**src/rtl/booth_mac_sequencer.sv**
```systemverilog
// Feeds one operand pair at a time to the sequential Booth multiplier and accumulates its product.
// Result is valid WAIT_CYCLES+2 edges after accept; a stalled result holds in_ready low.
module booth_mac_sequencer #(
    parameter int ACC_W       = 24,
    parameter int WAIT_CYCLES = 9,
    parameter int SATURATE    = 0
) (
    input  logic                    clk,
    input  logic                    rst,
    input  logic                    in_valid,
    output logic                    in_ready,
    input  logic [7:0]              in_m,
    input  logic [7:0]              in_q,
    input  logic                    in_clr,
    output logic                    mul_start,
    output logic [7:0]              mul_m,
    output logic [7:0]              mul_q,
    input  logic [15:0]             mul_out,
    output logic                    res_valid,
    input  logic                    res_ready,
    output logic [15:0]             res_product,
    output logic [ACC_W-1:0]        res_acc,
    output logic                    acc_ovf,
    output logic                    busy
);

    localparam int CNT_W = ($clog2(WAIT_CYCLES + 1) > 0) ? $clog2(WAIT_CYCLES + 1) : 1;
    localparam logic [ACC_W-1:0] ACC_MAX = {1'b0, {(ACC_W-1){1'b1}}};
    localparam logic [ACC_W-1:0] ACC_MIN = {1'b1, {(ACC_W-1){1'b0}}};

    typedef enum logic [1:0] {IDLE, START, WAIT, RESULT} state_t;

    state_t             state_q;
    logic [CNT_W-1:0]   cnt_q;
    logic [7:0]         m_q;
    logic [7:0]         q_q;
    logic               clr_q;
    logic               in_ready_q;
    logic               mul_start_q;
    logic               res_valid_q;
    logic               busy_q;
    logic [15:0]        prod_q;
    logic [ACC_W-1:0]   acc_q;
    logic               ovf_q;

    logic [ACC_W-1:0]   p_ext;
    logic [ACC_W-1:0]   sum;
    logic               sum_ovf;
    logic [ACC_W-1:0]   acc_d;
    logic               ovf_d;

    assign p_ext   = ACC_W'($signed(mul_out));
    assign sum     = acc_q + p_ext;
    // Signed overflow: both addends share a sign that the sum does not.
    assign sum_ovf = (acc_q[ACC_W-1] == p_ext[ACC_W-1]) && (sum[ACC_W-1] != p_ext[ACC_W-1]);

    always_comb begin
        acc_d = sum;
        ovf_d = ovf_q;
        if (clr_q) begin
            acc_d = p_ext;
            ovf_d = 1'b0;
        end else if (sum_ovf) begin
            ovf_d = 1'b1;
            if (SATURATE != 0) begin
                acc_d = p_ext[ACC_W-1] ? ACC_MIN : ACC_MAX;
            end
        end
    end

    always_ff @(posedge clk) begin
        if (rst) begin
            state_q     <= IDLE;
            cnt_q       <= '0;
            m_q         <= '0;
            q_q         <= '0;
            clr_q       <= 1'b0;
            in_ready_q  <= 1'b1;
            mul_start_q <= 1'b0;
            res_valid_q <= 1'b0;
            busy_q      <= 1'b0;
            prod_q      <= '0;
            acc_q       <= '0;
            ovf_q       <= 1'b0;
        end else begin
            unique case (state_q)
                IDLE: begin
                    if (in_valid && in_ready_q) begin
                        m_q         <= in_m;
                        q_q         <= in_q;
                        clr_q       <= in_clr;
                        in_ready_q  <= 1'b0;
                        mul_start_q <= 1'b1;
                        busy_q      <= 1'b1;
                        state_q     <= START;
                    end
                end
                START: begin
                    mul_start_q <= 1'b0;
                    cnt_q       <= CNT_W'(WAIT_CYCLES);
                    state_q     <= WAIT;
                end
                WAIT: begin
                    if (cnt_q != '0) begin
                        cnt_q <= cnt_q - CNT_W'(1);
                    end else begin
                        // First and only sampling point of mul_out for this operation.
                        prod_q      <= mul_out;
                        acc_q       <= acc_d;
                        ovf_q       <= ovf_d;
                        res_valid_q <= 1'b1;
                        state_q     <= RESULT;
                    end
                end
                RESULT: begin
                    if (res_ready) begin
                        res_valid_q <= 1'b0;
                        in_ready_q  <= 1'b1;
                        busy_q      <= 1'b0;
                        state_q     <= IDLE;
                    end
                end
                default: state_q <= IDLE;
            endcase
        end
    end

    assign in_ready    = in_ready_q;
    assign mul_start   = mul_start_q;
    assign mul_m       = m_q;
    assign mul_q       = q_q;
    assign res_valid   = res_valid_q;
    assign res_product = prod_q;
    assign res_acc     = acc_q;
    assign acc_ovf     = ovf_q;
    assign busy        = busy_q;

endmodule
```
**config.mk**
```make
export PLATFORM = sky130hd
export DESIGN_NAME = booth_mac_sequencer
export DESIGN_NICKNAME = d
export VERILOG_FILES = /design/src/rtl/booth_mac_sequencer.sv
export SDC_FILE = /design/constraint.sdc
export NUM_CORES = 1
export LEC_CHECK = 0
export CAP_MARGIN = 20
export CORE_MARGIN = 2
export CORE_UTILIZATION = 50
export CTS_CLUSTER_DIAMETER = 150
export CTS_CLUSTER_SIZE = 14
export DETAILED_ROUTE_END_ITERATION = 16
export GPL_TIMING_DRIVEN = 0
export PLACE_DENSITY_LB_ADDON = 0.08
export RECOVER_POWER = 50
export SLEW_MARGIN = 20
export SYNTH_ARGS = -nofsm -noshare
export SYNTH_HDL_FRONTEND = slang
export SYNTH_SLANG_ARGS = --single-unit
```
**constraint.sdc**
```tcl
create_clock -name clk -period 2.8 [get_ports clk]
set_clock_uncertainty 0.1 [all_clocks]
set_input_delay 0.28 -clock clk [delete_from_list [all_inputs] [get_ports clk]]
set_output_delay 0.28 -clock clk [all_outputs]
set_load 0.03 [all_outputs]
```
== After elaboration in Yosys (flattened, before gate mapping) ==
Index checks and enable logic that the tools add are counted.

* Bits of input ports: 37
* Logic and storage cells: 59
* Output and inout port bits: 61
* Flip-flop bits (word level): 68

* Eq/ne operators: 9
* Bitwise operators: 1
* Add/subtract/negate cells: 2
* Multiplexer cells: 18
* Reduce and logical (&&, ||, !) cells: 17

{| class="wikitable"
|+ Operator list
! operator !! count
|-
| $add A24 B24 Y24 || 1
|-
| $mux W24 || 1
|-
| $reduce_and A3 Y1 || 4
|-
| $reduce_bool A2 Y1 || 5
|-
| $ne A2 B2 Y1 const B || 4
|-
| $pmux W1 S2 || 4
|-
| $pmux W2 S4 || 1
|-
| $pmux W4 S2 || 1
|-
| $reduce_and A2 Y1 || 4
|-
| $mux W1 || 7
|-
| $mux W2 || 3
|-
| $eq A2 B2 Y1 const B || 2
|-
| $mux W4 || 1
|-
| $reduce_bool A4 Y1 || 1
|-
| $sub A4 B1 Y4 const B || 1
|-
| $eq A2 B1 Y1 const B || 1
|-
| $logic_and A1 B1 Y1 || 2
|-
| $logic_not A2 Y1 || 1
|-
| $eq A1 B1 Y1 || 1
|-
| $ne A1 B1 Y1 || 1
|-
| $not A1 Y1 || 1
|}

== Longest topological paths before layout ==
* Depth in word-level cells: 5
* Gate-level depth with buffers: 10
* Gate-level depth less buffers: 10

== Worst setup path after synthesis ==
OpenSTA, ideal clock, no wires.

* Path type: register -> register
* Start: register acc_q[0], in the netlist res_acc[0]
* End: register acc_q[20], in the netlist res_acc[20]
* Data required time: 2.581 ns
* Path slack: 0.210 ns
* Arrival time: 2.371 ns
* Buffers on the path: 0
* Cell stages (with the launch flop): 11
* Cell sequence: dfxtp_1 -> ha_1 -> inv_1 -> fa_1 -> nor2b_1 -> o31ai_2 -> a21oi_1 -> o2111ai_1 -> a211oi_1 -> mux2i_1 -> nor2_1

* Cells in the longest elaborated chain, start to end: 2

{| class="wikitable"
|+ RTL lines
! item !! RTL line !! text
|-
| from (decl) || 43 || <nowiki>logic [ACC_W-1:0] acc_q;</nowiki>
|-
| from (signal assigned) || 83 || <nowiki>acc_q <= '0;</nowiki>
|-
| from (signal assigned) || 109 || <nowiki>acc_q <= acc_d;</nowiki>
|-
| $add A24 B24 Y24 || 53 || <nowiki>assign sum = acc_q + p_ext;</nowiki>
|-
| $mux W24 || 60 || <nowiki>if (clr_q) begin</nowiki>
|}

Every way passes these cells.
A chain may end at the register's enable or synchronous reset.

== Worst setup path after layout ==
* Start: input mul_out[0]
* End: register acc_q[20], in the netlist res_acc[20]

* Cells in the longest elaborated chain, start to end: 2

{| class="wikitable"
|+ RTL lines
! item !! RTL line !! text
|-
| from (decl) || 18 || <nowiki>input logic [15:0] mul_out,</nowiki>
|-
| $add A24 B24 Y24 || 53 ||
|-
| $mux W24 || 60 ||
|}

Every way passes these cells.

==> flow_summary.yaml <==
yosys:
  synth_edf_count: 0
  avgSynthCellArea_um2: 7.706
  synth-simple-area-share: 0.2023
  synth_ff_type: "dfxtp_1"
  ys_types: 51
  synth_mux_area_frac: 0.02014
  syn_area_um2: 3976
  ys_seq_area_frac: 0.3424
  synth_warnings: 0
  ys_async_sr_fraction: 0
  yosys.area_share.adder: 0.09943
  synth_cells: 516
  synth_top_family_by_area: "compound AO/OA/AOI/OAI gates"
  synth.net_count: 584
  synth_seq_cells: 68
  synth_xor_area_frac: 0.03304
  synth_compound_area_frac: 0.2643
global_routing:
  grt_max_degree: 17
  met1_usage: 0.3651
  use_met2: 0.4293
  track_usage: 0.2729
  grt-ovfl-total: 0
  busiest_layer: "met2"
  grt_pass1_vias: 3979
  antenna_found_initial: 0
  grtUsageMet3: 0.06446
  grt_pass1_wl_um: 18870
final_layout:
  final_common_cell: "nand2_1"
  final_cell_mix: "99 x nand2_1, 77 x a21oi_1, 68 x dfxtp_1, 53 x dlygate4sd3_1, 42 x clkdlybuf4s50_1"
  utilization: 0.6826
  drive_above_1_share: 0.05096
  seq_area_um2: 1361
  n_antenna_cell: 0
  synthToLayoutAreaGrowth_pct: 32.66
  fin_cells: 730
  n_fill_cell: 686
  multi_input_area_um2: 2479
  fin_nets: 691
clock_tree:
  cts_tree: "built"
  h-tree-depth: 3
  cts.repair.resized: 2
  cts-root-buf: "clkbuf_8"
  cts_setup_buffers: 0
  clk_path_buf_depth: 2
  clock_latency_ns: 0.35
  cts_buffers: 9
  clk_pin_slew_ns: 0.09
  postCtsHoldBufs: 0
  cts_sinks: 68
route:
  drt_iter0_markers: 265
  drtPass1Iterations: 4
  routedWlPerCell_um: 15.67
  postRouteAntennaNets: 0
  drc: 0
  viasPerCell: 5.645
  wirelength_um: 11440
  dr_total_vias: 4121
job:
  cap_violations: 0
floorplanning:
  die_w_um: 93.18
  die-area_um2: 8682
  fp.dieH_um: 93.18
  start_util: 0.5146
  pin_count: 98
  core_um2: 7727
  fp-row-count: 32
sta:
  rsz0062_at_grt: "no"
  drv_slew: 0
  worstMarginPinSlew_ns: 0.6863
  timing.fmax_mhz: 372.4
  hold_violations: 0
  max-slew-margin-rel: 0.5425
  final.period_utilization: 0.9591
  fin_crit_ns: 2.685
  setup_viol: 0
  tns_ns: 0
worst_hold_path:
  min-delay-path-class: "in -> reg"
placed_design:
  port_buffers: 96
  routabilityCongestion: 0.9580
  dp_cells: 714
  dp_hpwl_um: 8512
critical_path:
  critPathMaxFanout: 4
  cp-start-kind: "primary input"
  cp_data_arrival_time_ns: 2.84
  endpoint_kind: "register"
  crit_required_ns: 2.95
  worstSetupPathType: "in -> reg"
run_status:
  status: "finished, final reports clean"
power:
  leakage_uw: 0.002228
  powerDensity_nw_per_um2: 844.3
  ir_worst_vdd_mv: 0.5425
==> cell families (layout without fill, tap and decap cells) <==
kind of cell    after synthesis  after routing
xor+xnor                     15             15
fa+ha+maj                    31             31
mux                           8              8
buf+inv                      40            152
simple gates                184            184
flops                        68             68
compound gates              170            170
==> report_power, final <==
| part | internal [uW] | switching [uW] | leakage [uW] |
|---|---|---|---|
| Sequential | 1180 | 150 | 0.000553 |
| Clock | 416 | 423 | 0.000104 |
| Combinational | 877 | 1410 | 0.00157 |
| Total | 2470 | 1980 | 0.00223 |
==> Yosys cell counts (all sizes together) (2+ instances only) <==
cell,count,area (um2)
o211ai,7,52.55
xor2,5,43.79
or4,2,15.01
mux2i,8,80.08
nor3b,2,15.01
or3,2,12.51
inv,12,45.04
o21bai,2,15.01
o2111ai,3,26.28
o221ai,2,17.52
nor4b,2,17.52
clkbuf,20,75.07
o22ai,2,12.51
nor3,8,40.04
buf,8,32.53
or2,3,18.77
a21oi,78,390.4
a31oi,3,18.77
o31ai,4,40.03
o211a,4,40.04
nand2b,7,43.79
dfxtp,68,1361
a221oi,2,17.52
a21o,8,60.06
o21ai,32,160.1
ha,30,375.4
a211o,2,17.52
nand3,6,30.03
xnor2,10,87.58
nand4,3,18.77
nor2,38,142.6
a211oi,6,50.05
a22o,2,17.52
nand2,99,371.6
o21a,7,52.55
a311oi,2,23.77
and3,5,31.28
nor2b,4,25.02
==> critical path: stages <==
cell and delay (ns):
clkdlybuf4s50_1 0.51, ha_1 0.21, inv_1 0.06, fa_1 0.40, nor2b_2 0.20, o31ai_2 0.12
a21oi_2 0.23, o2111ai_1 0.25, a211oi_2 0.31, mux2i_1 0.21, nor2_1 0.05
==> cell type report <==
cell class	count	area share
Tap cell	102	0.02419
Sequential cell	68	0.2581
Clock inverter	7	0.01423
Multi-Input combinational cell	408	0.4699
Clock buffer	9	0.02348
Timing Repair Buffer	96	0.1812
Buffer	28	0.02040
Inverter	12	0.008539
==> worst paths after layout <==
kind | start | to | slack, ns | depth (start not counted)
setup / recovery | mul_out[0] | res_acc[20]$_SDFFE_PP0P_ | 0.11 | 11
hold reg to reg | res_product[8]$_SDFFE_PP0P_ | res_product[8]$_SDFFE_PP0P_ | 0.35 | 2
hold / removal | mul_out[15] | res_product[15]$_SDFFE_PP0P_ | 0.34 | 3
setup reg to reg | res_acc[0]$_SDFFE_PP0P_ | res_acc[20]$_SDFFE_PP0P_ | 0.19 | 10
==> metal layers <==
metal	wire, um	vias up
met5	0	-
met4	258	0
met3	820	22
met2	5023	149
met1	5339	1903
li1	-	2047
==> state kept, by name, summed over array words and instances, names as in the netlist <==
register     count
res_acc         24
res_product     16
mul_m            8
mul_q            8
cnt_q            4
state_q          2
acc_ovf          1
busy             1
clr_q            1
in_ready         1
mul_start        1
res_valid        1
==> per-stage QoR <==
step	worst slack [ns]	area, um2	hold WS, ns	total power [uW]
6_report	0.1145	5275	0.3387	4454
3_3_place_gp	-0.5309	5065	0.3403	3607
5_1_grt	0.01157	5275	0.3629	4764
3_5_place_dp	-0.5482	5065	0.3488	3658
4_1_cts	0.04668	5268	0.3534	4507
2_1_floorplan	0.2103	3976	0.3160	2913
Power figures use the tool's default switching activity.
